--- src/rtl/vga_pkg.sv ---
// Shared raster timing defaults and helpers for the VGA timing engine.
// Default values describe standard 640x480 @ 60 Hz timing with a 25 MHz pixel rate.
package vga_pkg;

  localparam int DEF_CLK_DIV  = 4;
  localparam int DEF_H_ACTIVE = 640;
  localparam int DEF_H_FP     = 16;
  localparam int DEF_H_SYNC   = 96;
  localparam int DEF_H_BP     = 48;
  localparam int DEF_V_ACTIVE = 480;
  localparam int DEF_V_FP     = 10;
  localparam int DEF_V_SYNC   = 2;
  localparam int DEF_V_BP     = 33;
  localparam int DEF_CNT_W    = 11;
  localparam int DEF_COLOR_W  = 4;

  // Works for either axis: H_TOTAL and V_TOTAL are both active + porches + sync.
  function automatic int axis_total(input int active, input int fp, input int sync, input int bp);
    return active + fp + sync + bp;
  endfunction

endpackage

--- src/rtl/vga_timing_engine_if.sv ---
// Pixel request and VGA pin bundle between the timing engine, pixel source and board pins.
// The master side is the engine; the slave side supplies enable and pixel data.
interface vga_timing_engine_if
  import vga_pkg::*;
#(
  parameter int CNT_W   = DEF_CNT_W,
  parameter int COLOR_W = DEF_COLOR_W
);
  logic                   enable;
  logic [CNT_W-1:0]       req_x;
  logic [CNT_W-1:0]       req_y;
  logic                   req_de;
  logic [3*COLOR_W-1:0]   pix_in;
  logic                   pix_tick;
  logic                   frame_start;
  logic                   HSYNC;
  logic                   VSYNC;
  logic [COLOR_W-1:0]     Red;
  logic [COLOR_W-1:0]     Green;
  logic [COLOR_W-1:0]     Blue;

  modport master (
    input  enable, pix_in,
    output req_x, req_y, req_de, pix_tick, frame_start, HSYNC, VSYNC, Red, Green, Blue
  );

  modport slave (
    output enable, pix_in,
    input  req_x, req_y, req_de, pix_tick, frame_start, HSYNC, VSYNC, Red, Green, Blue
  );
endinterface

--- src/rtl/vga_axis_counter.sv ---
// One raster axis: wrapping position counter with terminal-count, active and sync window decode.
// Decode is combinational from the count; clr returns the axis to the origin on the next edge.
module vga_axis_counter
  import vga_pkg::*;
#(
  parameter int ACTIVE = DEF_H_ACTIVE,
  parameter int FP     = DEF_H_FP,
  parameter int SYNC   = DEF_H_SYNC,
  parameter int BP     = DEF_H_BP,
  parameter int CNT_W  = DEF_CNT_W
) (
  input  logic             clk,
  input  logic             rst_n,
  input  logic             clr,
  input  logic             adv,
  output logic [CNT_W-1:0] cnt,
  output logic             tc,
  output logic             active,
  output logic             sync
);

  localparam int TOTAL = axis_total(ACTIVE, FP, SYNC, BP);

  // One extra bit so a sync window ending exactly at 2**CNT_W still decodes correctly.
  localparam logic [CNT_W:0] LAST      = (CNT_W+1)'(TOTAL - 1);
  localparam logic [CNT_W:0] ACT_END   = (CNT_W+1)'(ACTIVE);
  localparam logic [CNT_W:0] SYNC_BEG  = (CNT_W+1)'(ACTIVE + FP);
  localparam logic [CNT_W:0] SYNC_END  = (CNT_W+1)'(ACTIVE + FP + SYNC);

  logic [CNT_W:0] cnt_x;
  assign cnt_x = {1'b0, cnt};

  assign tc     = (cnt_x == LAST);
  assign active = (cnt_x < ACT_END);
  assign sync   = (cnt_x >= SYNC_BEG) && (cnt_x < SYNC_END);

  always_ff @(posedge clk or negedge rst_n) begin
    if (!rst_n) begin
      cnt <= '0;
    end else if (clr) begin
      cnt <= '0;
    end else if (adv) begin
      cnt <= tc ? '0 : cnt + 1'b1;
    end
  end

endmodule

--- src/rtl/vga_timing_engine.sv ---
// VGA raster engine: divides clk_100mhz to pixel ticks, issues (x,y) requests, drives sync/RGB pins.
// Latency request -> pins is one pixel tick; no backpressure, the pixel source must keep pace.
module vga_timing_engine
  import vga_pkg::*;
#(
  parameter int   CLK_DIV   = DEF_CLK_DIV,
  parameter int   H_ACTIVE  = DEF_H_ACTIVE,
  parameter int   H_FP      = DEF_H_FP,
  parameter int   H_SYNC    = DEF_H_SYNC,
  parameter int   H_BP      = DEF_H_BP,
  parameter int   V_ACTIVE  = DEF_V_ACTIVE,
  parameter int   V_FP      = DEF_V_FP,
  parameter int   V_SYNC    = DEF_V_SYNC,
  parameter int   V_BP      = DEF_V_BP,
  parameter logic HSYNC_POL = 1'b0,
  parameter logic VSYNC_POL = 1'b0,
  parameter int   CNT_W     = DEF_CNT_W,
  parameter int   COLOR_W   = DEF_COLOR_W
) (
  input  logic                clk_100mhz,
  input  logic                RSTN,
  vga_timing_engine_if.master vga
);

  localparam int                DIV_W    = (CLK_DIV > 1) ? $clog2(CLK_DIV) : 1;
  localparam logic [DIV_W-1:0]  DIV_LAST = DIV_W'(CLK_DIV - 1);

  logic [DIV_W-1:0]   div;
  logic               tick;
  logic [CNT_W-1:0]   hcnt, vcnt;
  logic               h_tc, h_act, h_sync;
  logic               v_tc, v_act, v_sync;
  logic               at_origin;
  logic               hs1, vs1;
  logic [CNT_W-1:0]   req_x_q, req_y_q;
  logic               req_de_q, pix_tick_q, frame_start_q, hsync_q, vsync_q;
  logic [COLOR_W-1:0] red_q, green_q, blue_q;

  // A low enable suppresses the tick even when the divider is at its last count.
  assign tick = vga.enable && (div == DIV_LAST);

  always_ff @(posedge clk_100mhz or negedge RSTN) begin
    if (!RSTN) begin
      div <= '0;
    end else if (!vga.enable || tick) begin
      div <= '0;
    end else begin
      div <= div + 1'b1;
    end
  end

  vga_axis_counter #(
    .ACTIVE (H_ACTIVE), .FP (H_FP), .SYNC (H_SYNC), .BP (H_BP), .CNT_W (CNT_W)
  ) u_hcnt (
    .clk (clk_100mhz), .rst_n (RSTN), .clr (!vga.enable), .adv (tick),
    .cnt (hcnt), .tc (h_tc), .active (h_act), .sync (h_sync)
  );

  vga_axis_counter #(
    .ACTIVE (V_ACTIVE), .FP (V_FP), .SYNC (V_SYNC), .BP (V_BP), .CNT_W (CNT_W)
  ) u_vcnt (
    .clk (clk_100mhz), .rst_n (RSTN), .clr (!vga.enable), .adv (tick && h_tc),
    .cnt (vcnt), .tc (v_tc), .active (v_act), .sync (v_sync)
  );

  // at_origin tracks "next request is (0,0)" so frame_start needs no wide compare.
  always_ff @(posedge clk_100mhz or negedge RSTN) begin
    if (!RSTN) begin
      at_origin     <= 1'b1;
      pix_tick_q    <= 1'b0;
      frame_start_q <= 1'b0;
      req_x_q       <= '0;
      req_y_q       <= '0;
      req_de_q      <= 1'b0;
      hs1           <= 1'b0;
      vs1           <= 1'b0;
      red_q         <= '0;
      green_q       <= '0;
      blue_q        <= '0;
      hsync_q       <= ~HSYNC_POL;
      vsync_q       <= ~VSYNC_POL;
    end else if (!vga.enable) begin
      at_origin     <= 1'b1;
      pix_tick_q    <= 1'b0;
      frame_start_q <= 1'b0;
      req_x_q       <= '0;
      req_y_q       <= '0;
      req_de_q      <= 1'b0;
      hs1           <= 1'b0;
      vs1           <= 1'b0;
      red_q         <= '0;
      green_q       <= '0;
      blue_q        <= '0;
      hsync_q       <= ~HSYNC_POL;
      vsync_q       <= ~VSYNC_POL;
    end else begin
      pix_tick_q    <= tick;
      frame_start_q <= tick && at_origin;
      if (tick) begin
        at_origin <= h_tc && v_tc;
        req_x_q   <= hcnt;
        req_y_q   <= vcnt;
        req_de_q  <= h_act && v_act;
        hs1       <= h_sync;
        vs1       <= v_sync;
        // Stage 2 consumes the request registered on the previous tick.
        red_q     <= req_de_q ? vga.pix_in[3*COLOR_W-1 -: COLOR_W] : '0;
        green_q   <= req_de_q ? vga.pix_in[2*COLOR_W-1 -: COLOR_W] : '0;
        blue_q    <= req_de_q ? vga.pix_in[COLOR_W-1 -: COLOR_W]   : '0;
        hsync_q   <= hs1 ? HSYNC_POL : ~HSYNC_POL;
        vsync_q   <= vs1 ? VSYNC_POL : ~VSYNC_POL;
      end
    end
  end

  assign vga.req_x       = req_x_q;
  assign vga.req_y       = req_y_q;
  assign vga.req_de      = req_de_q;
  assign vga.pix_tick    = pix_tick_q;
  assign vga.frame_start = frame_start_q;
  assign vga.HSYNC       = hsync_q;
  assign vga.VSYNC       = vsync_q;
  assign vga.Red         = red_q;
  assign vga.Green       = green_q;
  assign vga.Blue        = blue_q;

endmodule

--- src/flat_wrapper.sv ---
// flat-port wrapper written by rule: the top's interface ports become plain ports
module vga_timing_engine_flat import vga_pkg::*;
#(
  parameter int   CLK_DIV   = DEF_CLK_DIV,
  parameter int   H_ACTIVE  = DEF_H_ACTIVE,
  parameter int   H_FP      = DEF_H_FP,
  parameter int   H_SYNC    = DEF_H_SYNC,
  parameter int   H_BP      = DEF_H_BP,
  parameter int   V_ACTIVE  = DEF_V_ACTIVE,
  parameter int   V_FP      = DEF_V_FP,
  parameter int   V_SYNC    = DEF_V_SYNC,
  parameter int   V_BP      = DEF_V_BP,
  parameter logic HSYNC_POL = 1'b0,
  parameter logic VSYNC_POL = 1'b0,
  parameter int   CNT_W     = DEF_CNT_W,
  parameter int   COLOR_W   = DEF_COLOR_W
)
  (clk_100mhz, RSTN, vga_enable, vga_pix_in, vga_req_x, vga_req_y, vga_req_de, vga_pix_tick, vga_frame_start, vga_HSYNC, vga_VSYNC, vga_Red, vga_Green, vga_Blue);
  vga_timing_engine_if #(.CNT_W(CNT_W), .COLOR_W(COLOR_W)) vga_i ();
  input  logic clk_100mhz;
  input  logic RSTN;
  input wire logic [$bits(vga_i.enable)-1:0] vga_enable;
  input wire logic [$bits(vga_i.pix_in)-1:0] vga_pix_in;
  output wire logic [$bits(vga_i.req_x)-1:0] vga_req_x;
  output wire logic [$bits(vga_i.req_y)-1:0] vga_req_y;
  output wire logic [$bits(vga_i.req_de)-1:0] vga_req_de;
  output wire logic [$bits(vga_i.pix_tick)-1:0] vga_pix_tick;
  output wire logic [$bits(vga_i.frame_start)-1:0] vga_frame_start;
  output wire logic [$bits(vga_i.HSYNC)-1:0] vga_HSYNC;
  output wire logic [$bits(vga_i.VSYNC)-1:0] vga_VSYNC;
  output wire logic [$bits(vga_i.Red)-1:0] vga_Red;
  output wire logic [$bits(vga_i.Green)-1:0] vga_Green;
  output wire logic [$bits(vga_i.Blue)-1:0] vga_Blue;
  assign vga_i.enable = vga_enable;
  assign vga_i.pix_in = vga_pix_in;
  assign vga_req_x = vga_i.req_x;
  assign vga_req_y = vga_i.req_y;
  assign vga_req_de = vga_i.req_de;
  assign vga_pix_tick = vga_i.pix_tick;
  assign vga_frame_start = vga_i.frame_start;
  assign vga_HSYNC = vga_i.HSYNC;
  assign vga_VSYNC = vga_i.VSYNC;
  assign vga_Red = vga_i.Red;
  assign vga_Green = vga_i.Green;
  assign vga_Blue = vga_i.Blue;
  vga_timing_engine #(.CLK_DIV(CLK_DIV), .H_ACTIVE(H_ACTIVE), .H_FP(H_FP), .H_SYNC(H_SYNC), .H_BP(H_BP), .V_ACTIVE(V_ACTIVE), .V_FP(V_FP), .V_SYNC(V_SYNC), .V_BP(V_BP), .HSYNC_POL(HSYNC_POL), .VSYNC_POL(VSYNC_POL), .CNT_W(CNT_W), .COLOR_W(COLOR_W)) u_core (.clk_100mhz(clk_100mhz), .RSTN(RSTN), .vga(vga_i));
endmodule
--- config.mk ---
export PLATFORM = sky130hd
export DESIGN_NAME = vga_timing_engine_flat
export DESIGN_NICKNAME = d
export VERILOG_FILES = /design/src/rtl/vga_pkg.sv /design/src/rtl/vga_timing_engine_if.sv /design/src/rtl/vga_axis_counter.sv /design/src/rtl/vga_timing_engine.sv /design/src/flat_wrapper.sv
export SDC_FILE = /design/constraint.sdc
export NUM_CORES = 1
export LEC_CHECK = 0
export CORE_ASPECT_RATIO = 0.75
export CORE_MARGIN = 4
export CORE_UTILIZATION = 57
export CTS_CLUSTER_SIZE = 10
export DETAILED_ROUTE_END_ITERATION = 16
export GPL_TIMING_DRIVEN = 0
export PLACE_DENSITY = 0.85
export SYNTH_ARGS = -nofsm -noshare
export SYNTH_HDL_FRONTEND = slang
export SYNTH_SLANG_ARGS = --single-unit
--- constraint.sdc ---
create_clock -name clk_100mhz -period 4.35 [get_ports clk_100mhz]
set_clock_uncertainty 0.05 [all_clocks]
set_input_delay 0.87 -clock clk_100mhz [delete_from_list [all_inputs] [get_ports clk_100mhz]]
set_output_delay 0.87 -clock clk_100mhz [all_outputs]
set_load 0.01 [all_outputs]
==> results.md, run 1 <==
- Worst IR Drop VDD: around 0.18 mV
- Fraction of synthesized cell area taken by the top area cell type: about half
- Top-Level Pins: 54
- DRT iter0 DRCs: 293
- Worst Setup Start Kind: flop
- Number of synthesized flops with an enable pin: 0
- Dominant register cell in the synthesized netlist: dfrtp_1
- Hold/Removal Path Class: flop to flop
- Largest fanout of any net on the critical path: 10
- Reg2Reg Depth: 5
- Routed vias: 2436
- Delay of the slowest critical-path stage: 620 ps
- Synthesized area: about 0.0031 mm^2
- Count of final max-slew check failures: 0
- Worst Tran Pin Value: just over 800 ps
- Count of cell types in the netlist: 42
- DR vias/cell: around 5.7
- Placement Rows: 23
- Total die area: approximately 0.0067 mm^2
- Final net count: 366
- Wire length of the first global-routing pass: around 12000 um
- Die outline height: about 72 um
- Fmax: between 400 and 500 MHz
- Post-placement setup slack: around 1700 ps
- Dominant cell type by count on the critical path: buf_1
- Number of hold-slack violations in the final timing report: 0
- Type of destination of the critical path: flop
- Worst hold stages: 1
- Diodes inserted: 0
- Root Buffer Master: clkbuf_8
- Number of sinks on the clock net: 66
- Critical Path RT: between 4000 and 5000 ps
- Clock Pin Slew Worst Setup and Hold Paths: around 70 ps
- H-tree lvl count: 3
- Sequential cell area fraction in the yosys report: 52.9%
- Total negative slack: 0 ps
- Non-filler cells in the finished layout: roughly 430
- Synth cell count leaders: 63 x dfrtp_1, 24 x nor2b_1, 23 x mux2i_1, 20 x nand2_1
- Minimum hold slack: a little over 400 ps
- Number of global-route vias before repair: about 2400
- Fraction of final layout cells sized beyond drive strength 1: under 10%
- Global placer's final weighted congestion: a little over 0.9
- Cell area after layout: 0.00397 mm^2
- Cts bufs inserted: 9
- Area of placed instances: between 0.003 and 0.004 mm^2
- Final setup violating endpoints: 0
- Final critical delay including setup and external delays: around 2500 ps
- CTS-repair resized insts: 0
- Uppermost routed layer: met4
- Pwr dens: 319 mW/mm^2
- Port-buffer cells: between 50 and 60
- Maximum clock path buffer count: 2
- Post-detailed-routing wire length: between 7000 and 8000 um
- Net count after synthesis: slightly above 300
- Initial core utilization: between 50% and 60%
- Placed Cells incl. Taps: 411
- Clock Latency Late Sink: around 350 ps
- Capture endpoint of the worst hold path: u_core.div[0]
- Area added between synthesis and finish: 26.9%
- Top cell type by total area after synthesis: dfrtp_1
- RR Endpoint: u_core.u_hcnt.cnt[8]
- Gr usage total: 23.3%
- Data arrival at the endpoint of the critical path: ~2600 ps
- Top-count cell post-synth: dfrtp_1
- Average wire length per cell after detail routing: about 17 um
- Cts hold-fix bufs: 0
- Slack of the worst reg-to-reg path: 1890 ps
- Worst path buffer plus inverter count: 2
- Largest net degree at the start of global routing: 67
- CTS tree: yes
- Number of routed nets with antenna violations: 0
- Met3 WL: approximately 500 um
- Mean instance size in the synthesized netlist: between 10 and 15 um^2
- Chip width: between 90 and 100 um
- Async SR Flop Fraction: 100%
- Initial antenna violation count: 0
- Category of the critical setup timing path: flop to flop
- Max-cap violation count: 0
- Static Leakage: about 0.0016 uW
- Flip-flop and latch count after synthesis: 66
- HPWL after detailed placement: 4910 um
- Number of iterations in the first detailed-routing pass: 5
- Met2 layer wire length in the routed design: roughly 3000 um
- Warnings, synthesis: 0
- DRC Markers: 0
- Least setup slack across all paths after layout: roughly 1900 ps
- RSZ-0062 raised after global routing: false
- Status: finished clean
- Residual overflow from global routing: 0
- Cell chain of the critical path: ha_1 > buf_1 > buf_1 > nand2b_1 > a31oi_1
- Routed length on met1: ~3500 um
- Worst hold path startpoint: u_core.div[0]
- Core region area: about 0.0053 mm^2
- CP max-delay cell: buf_1
- Fraction of the cycle the final worst path needs: around 57%
- Relative slew slack: between 40% and 50%
- CP delay by family, top: buffers and inverters
- Most area-consuming cells after synthesis: dfrtp_1 50%, mux2i_1 7.4%, nor2b_1 4.8%
- Number of buffers inserted by post-CTS setup repair: 0
- Post-synthesis cell count: 283
- Origin of the critical flop-to-flop path: u_core.div[0]
cell type report:
class                   count  area, um^2
fillers                   379        1360
plain buffers              24         116
well taps                  75        93.8
flip-flops and latches     66        1660
multi-input cells         191        1350
clock buffers              11         141
inverters                   2        7.51
clock inverters             5        77.6
repair buffers             53         528
report_power, final:
group / internal (uW) / switching, uW / total [uW]
registers: 620 / 3.73 / 623
clock network: 336 / 231 / 567
logic: 31.9 / 43.1 / 75.0
per-layer routing:
layer | vias up | track usage [%]
li1 | 1157 | -
met1 | 1176 | 35.5
met2 | 94 | 31.7
met3 | 9 | 7.88
met4 | 0 | 6.41
met5 | - | 0
worst max path at each step:
stage,startpoint,end,slack [ps],cells after the start
after floorplan,u_core.u_hcnt.cnt[5],u_core.u_hcnt.cnt[0],2270,5
after detailed placement,vga_enable,u_core.u_vcnt.cnt[10],1740,6
after CTS,u_core.div[0],u_core.u_hcnt.cnt[8],1900,5
after global placement,RSTN,u_core.vga.req_x[2],230,1
after global routing,u_core.div[0],u_core.u_hcnt.cnt[7],1680,5
final,u_core.div[0],u_core.u_hcnt.cnt[8],1890,5
sequential cells by signal (all words and copies together), names as in the netlist:
| signal | cells |
|---|---|
| u_core.u_hcnt.cnt | 11 |
| u_core.vs1 | 1 |
| u_core.div | 2 |
| u_core.vga.req_x | 11 |
| u_core.u_vcnt.cnt | 11 |
| u_core.vga.req_y | 11 |
| u_core.vga.frame_start | 1 |
| u_core.vga.VSYNC | 1 |
| u_core.at_origin | 1 |
| u_core.vga.Red | 4 |
| u_core.vga.Green | 4 |
| u_core.vga.pix_tick | 1 |
| u_core.hs1 | 1 |
| u_core.vga.HSYNC | 1 |
| u_core.vga.Blue | 4 |
| u_core.vga.req_de | 1 |
stage by stage:
| step | util (%) | total power (uW) |
|---|---|---|
| after detailed placement | 70.4 | 710 |
| after global placement | 70.5 | 709 |
| after CTS | 74.5 | 1280 |
| after global routing | 74.5 | 1320 |
| final | 74.5 | 1270 |
| after floorplan | - | 670 |
cells in the final DEF (no fill, tap or decap), types with 9 or more instances in the layout:
master           netlist  final
a22o_1                14     14
a31oi_1               16     16
clkbuf_1              16     17
clkbuf_8               0     10
clkdlybuf4s50_1        0     52
dfrtp_1               63     63
mux2i_1               23     23
nand2_1               20     20
nand3_1               11     11
nand4_1                9      9
nor2b_1               24     24
o21ai_0                9      9
cells by family (layout without fill, tap and decap cells):
logic type	after synthesis	after routing	share of synthesized area, %
and+or+nand+nor	104	104	19.4
muxes	24	24	7.72
adders and majority gates	4	4	1.60
xor gates and xnor gates	5	5	1.40
buffers and inverters	26	95	3.96
AOI/OAI and AO/OA	54	54	13.0
DFF	66	66	52.9
No activity file was read; power rests on OpenSTA's default activity.
==> run 2, diff against run 1 <==
Settings changed: CORE_UTILIZATION 57 to 48, PLACE_DENSITY 0.85 to 0.76.
Clock period 4.35 ns to 2.2 ns, I/O delays scaled along.
==> run 2 against run 1 <==
Against the previous run:
- clock-buffer cell count is 3 higher
- register-to-register slack worse by 1800 ps
- non-clock buffer count is 2 higher
- design area hardly changed
- die area is 17% higher
==> results.md, run 2 (same netlist as run 1, synthesis figures left out) <==
- Status: finished clean
- HPWL after detailed placement: 4840 um (-1.5%)
- Routed vias: 2447 (+0.45%)
- Cts bufs inserted: 9 (unchanged)
- Pwr dens: 584 mW/mm^2 (+83%)
- Clock Latency Late Sink: 340 ps (about the same)
- Area added between synthesis and finish: 26.8% (about the same)
- Worst Tran Pin Value: 817 ps (+6.21 ps)
- Port-buffer cells: 53 (unchanged)
- Fraction of the cycle the final worst path needs: 96.5% (+40 points)
- Number of hold-slack violations in the final timing report: 0 (unchanged)
- P_sw: 530 uW (+91%)
- Design Power: 2320 uW (+83%)
- CP delay by family, top: simple AND/OR/NAND/NOR gates
- Number of iterations in the first detailed-routing pass: 5 (unchanged)
- Worst IR Drop VDD: 0.252 mV (+39%)
- Average wire length per cell after detail routing: 16.3 um (-1.5%)
- Total die area: 0.00789 mm^2 (+17%)
- Count of final max-slew check failures: 0 (unchanged)
- Top-Level Pins: 54 (unchanged)
- Type of destination of the critical path: flop
- Clk pwr share: 40.4% (-4.4 points)
- Global placer's final weighted congestion: 0.911 (+0.50%)
- Placement Rows: 25 (+8.7%)
- Static Leakage: 0.00162 uW (+0.55%)
- Reg2Reg Depth: 5 (unchanged)
- Residual overflow from global routing: 0 (unchanged)
- Commonest non-fill, non-tap cell in the layout: dfrtp_1
- CP max-delay cell: o41ai_4
- Data arrival at the endpoint of the critical path: 2330 ps (-290 ps)
- Worst path buffer plus inverter count: 1 (-1)
- Sequential Power Share: 53.2% (+3.9 points)
- Cell chain of the critical path: buf_6 > or4b_4 > o41ai_4 > nand4b_1 > o211ai_1
- Worst Setup Start Kind: flop
- Maximum clock path buffer count: 2 (unchanged)
- DR vias/cell: 5.63 (-1.4%)
- Most frequent cells in the layout: 63 x dfrtp_1, 52 x clkdlybuf4s50_1, 24 x nor2b_1
- Combinational share of power: 6.4% (+0.5 points)
- Final critical delay including setup and external delays: 2120 ps (-336 ps)
- Number of global-route vias before repair: 2420 (+1.7%)
- Delay of the slowest critical-path stage: 620 ps (about the same)
- Clock Pin Slew Worst Setup and Hold Paths: 70 ps (about the same)
- Largest fanout of any net on the critical path: 9 (-1)
- Root Buffer Master: clkbuf_8
- Max-cap violation count: 0 (unchanged)
- Largest net degree at the start of global routing: 67 (unchanged)
- Gr usage total: 19.4% (-3.9 points)
- Number of routed nets with antenna violations: 0 (unchanged)
- Relative slew slack: 45.5% (-0.41 points)
- Wire length of the first global-routing pass: 11900 um (-0.86%)
- Cts hold-fix bufs: 0 (unchanged)
- Fmax: 471 MHz (+16%)
- DRC Markers: 0 (unchanged)
- Chip width: 101 um (+8.2%)
- Hold/Removal Path Class: primary input to asynchronous set/reset pin
- Internal Pwr Total: 1790 uW (+81%)
- Diodes inserted: 0 (unchanged)
- Fraction of final layout cells sized beyond drive strength 1: 9.60% (+1.4 points)
- Filler cell count in the final layout: 540 (+42%)
- Switching power as a share of total power: 22.9% (+0.93 points)
- DRT iter0 DRCs: 214 (-27%)
- Category of the critical setup timing path: flop to flop
- Number of sinks on the clock net: 66 (unchanged)
- Post-detailed-routing wire length: 7090 um (+0.38%)
- Initial antenna violation count: 0 (unchanged)
- Die outline height: 77.9 um (+8.0%)
- Minimum hold slack: 131 ps (-272 ps)
- Final setup violating endpoints: 0 (unchanged)
- Critical Path RT: 2410 ps (-2100 ps)
- Final net count: 368 (+0.55%)
- CTS tree: yes
- H-tree lvl count: 3 (unchanged)
- Levels on crit path: 5 (unchanged)
- Core occupancy in the finished layout: 62.8% (-12 points)
- Initial core utilization: 49.5% (-9.2 points)
- Core region area: 0.00632 mm^2 (+19%)
run 2: worst register-to-register path, stage by stage (launching register included):
cell	delay [ps]
dfrtp_1	370
buf_6	140
or4b_4	570
o41ai_4	620
nand4b_1	170
o211ai_1	120
run 2: path summary, 6_finish.rpt:
check,startpoint,end,slack [ps]
worst min register to register,u_core.div[0],u_core.div[0],400
worst max register to register,u_core.u_hcnt.cnt[5],u_core.u_vcnt.cnt[5],80
worst min-delay path,RSTN,u_core.vga.req_y[0],130
min in group clk_100mhz,u_core.div[0],u_core.div[0],400
max in group asynchronous,RSTN,u_core.vga.req_x[0],1420
worst max-delay path,u_core.u_hcnt.cnt[5],u_core.u_vcnt.cnt[5],80
run 2: power groups by stage:
stage / clock [uW] / combinational, uW / sequential [uW]
floorplan: 0 / 70.3 / 1250
global placement: 0 / 149 / 1250
detailed placement: 0 / 151 / 1250
CTS: 956 / 151 / 1230
global route: 1010 / 165 / 1230
finish: 937 / 148 / 1230
run 2: layer usage:
layer	up-vias	wire (um)	part of all wire, %	global-route usage [%]
li1	1170	-	-	-
met1	1181	3480	49	28.7
met2	87	3020	43	26.8
met3	9	520	7.3	6.02
met4	0	75	1.1	6.51
met5	-	0	0	0
run 2: layout make-up:
type,instances,area [um^2],share of cell area [%]
timing repair buffer,55,543,13.7
inverter,2,7.51,0.189
clock buffer,14,173,4.35
multi-input combinational,191,1350,34.1
sequential,66,1660,41.7
buffer,24,124,3.12
tap,81,101,2.55
clock inverter,2,10.0,0.252
run 2: per-stage QoR:
step	instance area (um^2)	setup slack, ps	instances	setup TNS [ps]
CTS	3940	17.5	433	0
detailed placement	3760	-222	417	-2660
finish	3970	77.8	435	0
global route	3970	-30.3	435	-30.3
global placement	3760	-1510	417	-99470
floorplan	3130	119	283	0
run 2: what timing repair did:
item,4_1_cts,5_1_grt
pin swaps,2,1
gates resized for setup,1,5
setup buffers,0,2
setup endpoints to repair,33,19
hold endpoints to repair,0,0
==> variant 1: new RTL, config.mk and constraints of run 2 <==
The package constant `DEF_CLK_DIV` goes from 4 to 8.
--- a/src/rtl/vga_pkg.sv
+++ b/src/rtl/vga_pkg.sv
@@ -2,7 +2,7 @@
 // Default values describe standard 640x480 @ 60 Hz timing with a 25 MHz pixel rate.
 package vga_pkg;
 
-  localparam int DEF_CLK_DIV  = 4;
+  localparam int DEF_CLK_DIV  = 8;
   localparam int DEF_H_ACTIVE = 640;
   localparam int DEF_H_FP     = 16;
   localparam int DEF_H_SYNC   = 96;
Behaviour: not the same (a bounded check fails within 10 cycles, from zero or initial values and one cycle with RSTN low).
==> variant 1 against run 2 <==
Sequential cell count grew 1. Critical path depth is the same. Sequential share of layout area is essentially flat. Fmax shrank 0.85%. Synthesized cell count grew 2.1%. Cell area grew 1.6%. Utilization grew 4.3 points. Wire length grew 3.7%. Power grew 6.9%. Clock power grew 22%. Critical endpoint unchanged. Worst setup slack lost 0.018 ns. Area after synthesis shrank 1.4%.
==> variant 1: results (changes against run 2) <==
metric	value	unit	change
period_minus_slack	2.14	ns	+0.0181 ns
nClkBuffers	10		-4
critPathSlowestCell	or4b_4		
synth_mux_area_share	7.50	%	-0.22 points
route.met2.wl	3.20	mm	+6.0%
swShare	21.7	%	-1.2 points
synth_compound_area_share	13.5	%	+0.50 points
grt.met1_usage	29.8	%	+1.1 points
nonClkBufAreaFrac	16.3	%	-0.48 points
dp_hpwl	4.92	mm	+1.6%
wl_met1	3.55	mm	+2.1%
synth_xor_xnor_area_share	0.852	%	-0.55 points
r2r_slack	0.06	ns	-0.02 ns
p_clk	0.00114	W	+22%
seq_share	41.7	%	about the same
slew_headroom	46.3	%	+0.73 points
critical_path.startpoint	u_core.u_hcnt.cnt[6]		
grt_usage	19.9	%	+0.49 points
path_max_fanout	3		-6
met3_usage	4.75	%	-1.3 points
synth_seq_area_share	54.5	%	+1.5 points
vdd_drop_max	0.382	mV	+52%
pwr-share-comb	3.8	%	-2.6 points
avgViaCountPerCell	5.75		+2.2%
multi_input_area	1350	um2	-0.65%
syn_nets	309		+2.3%
drive_gt1_share	11.4	%	+1.8 points
synthTopCellsByCount	64 x dfrtp_1, 32 x nor2_1, 23 x nand2_1		
gp_congestion	0.868		-4.7%
dp_slack	-0.350	ns	-0.128 ns
cpPeakStageDelay	0.56	ns	-0.06 ns
status	finished, final reports clean		
wire_per_inst	16.8	um	+2.7%
==> variant 1: cell count changes in the layout (fill, tap and decap cells not counted), sizes merged, moves of 4 or more <==
| cell | delta |
|---|---|
| o21a | +4 |
| clkbuf | -4 |
| and2 | -4 |
| nor2 | +25 |
| a31oi | -11 |
| nor2b | -24 |
| inv | +4 |
| and3 | +5 |
| nand4 | -4 |
| o31ai | +4 |
| o311ai | +4 |
==> variant 1: metrics by stage <==
step / util [%] / instances / instance area (um2) / hold WS [ns] / power (W)
after floorplan: - / 289 / 3090 / 0.0944 / 0.00129
after global placement: 61.8 / 420 / 3710 / 0.377 / 0.00135
after detailed placement: 61.8 / 420 / 3710 / 0.384 / 0.00135
after CTS: 65.7 / 435 / 3950 / 0.162 / 0.00250
after global routing: 67.1 / 439 / 4030 / 0.212 / 0.00257
final: 67.1 / 439 / 4030 / 0.143 / 0.00248
==> variant 2: new RTL, settings of run 2 <==
Without the edit above. Make the reset (`RSTN` and `rst_n`) synchronous in 3 clocked blocks.
--- a/src/rtl/vga_axis_counter.sv
+++ b/src/rtl/vga_axis_counter.sv
@@ -34,7 +34,7 @@
   assign active = (cnt_x < ACT_END);
   assign sync   = (cnt_x >= SYNC_BEG) && (cnt_x < SYNC_END);
 
-  always_ff @(posedge clk or negedge rst_n) begin
+  always_ff @(posedge clk) begin
     if (!rst_n) begin
       cnt <= '0;
     end else if (clr) begin
--- a/src/rtl/vga_timing_engine.sv
+++ b/src/rtl/vga_timing_engine.sv
@@ -39,7 +39,7 @@
   // A low enable suppresses the tick even when the divider is at its last count.
   assign tick = vga.enable && (div == DIV_LAST);
 
-  always_ff @(posedge clk_100mhz or negedge RSTN) begin
+  always_ff @(posedge clk_100mhz) begin
     if (!RSTN) begin
       div <= '0;
     end else if (!vga.enable || tick) begin
@@ -64,7 +64,7 @@
   );
 
   // at_origin tracks "next request is (0,0)" so frame_start needs no wide compare.
-  always_ff @(posedge clk_100mhz or negedge RSTN) begin
+  always_ff @(posedge clk_100mhz) begin
     if (!RSTN) begin
       at_origin     <= 1'b1;
       pix_tick_q    <= 1'b0;
Behaviour: differs if RSTN is asserted again (counterexample within 10 cycles, from zero or initial values and one cycle with RSTN low); with RSTN held inactive, the same outputs for 10 cycles.
==> variant 2 against run 2 <==
Area after synthesis decreased by 15%. Sequential share of layout area down 3.5 points. Worst setup slack better by 0.14 ns. Sequential cell count did not move. Cell area decreased by 13%. Highest routed layer unchanged. Global-route usage rose by 1.3 points. Wire length is 8.8% lower.
Power is not compared: it rests on default switching activity, and its combinational part moved more than twofold at a synthesized area within 25%.
==> variant 2: results (changes against run 2) <==
metric	value	unit	change
gp_congestion	0.854		-6.2%
synth_seq_area_share	49.6	%	-3.3 points
leakage	1.16	nW	
synth-main-ff-cell	dfxtp_1		
grt_pass1_wl	10.8	mm	-9.5%
dp_hpwl	4.57	mm	-5.5%
first_iter_violations	158		-26%
n_antenna_cell	0		unchanged
async_flop_share	0	%	-100 points
seq_area	1320	um2	-20%
num-fill-cells	481		-11%
nNetsFinal	371		+0.82%
cp_top_family	simple AND/OR/NAND/NOR gates		
path_max_fanout	10		+1
first_global_vias	2181		-9.9%
syn_nets	307		+1.7%
cts.repair.resized	0		-1
grt_usage	20.7	%	+1.3 points
cpPeakStageDelay	0.42	ns	-0.20 ns
avgViaCountPerCell	5.42		-3.6%
ys_types	41		-2.4%
worstPathArrival	2.17	ns	-0.16 ns
hold_class	flop to flop		
drive_gt1_share	6.46	%	-3.1 points
synthTopCellsByCount	66 x dfxtp_1, 32 x nor2_1, 30 x nand2_1		
grt_max_degree	11		-84%
status	finished, final reports clean		
slew_headroom	62.2	%	+17 points
wl	6.47	mm	-8.8%
[variant 2: changes by cell type in the layout (fill, tap and decap cells not counted), moves of 5 or more]
| cell | before | now |
|---|---|---|
| a21oi_1 | 3 | 19 |
| dfxtp_1 | 0 | 66 |
| nand2_1 | 20 | 30 |
| nand3_1 | 10 | 16 |
| nor2b_1 | 24 | 0 |
| clkbuf_1 | 17 | 12 |
| dfrtp_1 | 63 | 0 |
| a31oi_1 | 16 | 1 |
| xor2_1 | 2 | 8 |
| nor2_1 | 7 | 32 |
[variant 2: per-layer routing]
metal  global-route usage (%)  up-vias  part of all wire, %
met3                     7.36        7                  7.9
li1                         -     1158                    -
met2                     29.8       75                   41
met4                     6.73        0                  1.2
met1                     28.8     1098                   50
met5                        0        -                    0
[variant 2: cell type report]
class / count / area share [%]
buffer: 19 / 2.35
clock buffer: 12 / 4.49
clock inverter: 3 / 0.434
inverter: 4 / 0.434
multi-input combinational: 199 / 36.0
sequential: 66 / 38.2
tap: 75 / 2.71
timing repair buffer: 53 / 15.3
[variant 2: cells by family (layout without fill, tap and decap cells)]
kind of cell,Yosys count,after routing,share of synthesized area (%)
xor+xnor,8,8,2.63
simple gates,121,121,23.6
buf+inv,23,91,3.62
flops,66,66,49.6
fa+ha+maj,4,4,1.88
mux,19,19,7.14
compound gates,47,47,11.5
[variant 2: metrics by stage]
step	cells	hold WS, ns
after global placement	416	0.368
final	431	0.383
after global routing	431	0.391
after CTS	431	0.387
after floorplan	288	0.354
after detailed placement	416	0.377
[variant 2: power groups by stage]
| stage | clock network (W) | logic [W] | registers, W |
|---|---|---|---|
| final | 0.000902 | 0.0000617 | 0.00120 |
| after global routing | 0.000968 | 0.0000672 | 0.00120 |
| after CTS | 0.000919 | 0.0000618 | 0.00120 |
| after detailed placement | 0 | 0.0000616 | 0.00122 |
| after global placement | 0 | 0.0000606 | 0.00122 |
| after floorplan | 0 | 0.0000237 | 0.00122 |
[variant 2: worst paths after layout]
kind                                           start                    end  slack (ns)  cells past startpoint
worst max-delay path            u_core.u_vcnt.cnt[0]  u_core.u_vcnt.cnt[10]        0.22                      6
worst min-delay path                   u_core.div[0]          u_core.div[0]        0.38                      1
worst max register to register  u_core.u_vcnt.cnt[0]  u_core.u_vcnt.cnt[10]        0.22                      6
worst min register to register         u_core.div[0]          u_core.div[0]        0.38                      1
[variant 2: worst register-to-register path, cell delays in order, from the launching register on]
cell	delay, ns
dfxtp_1	0.36
inv_1	0.09
ha_1	0.14
nor4bb_1	0.42
nand3_1	0.41
and2_1	0.30
o2bb2ai_1	0.11
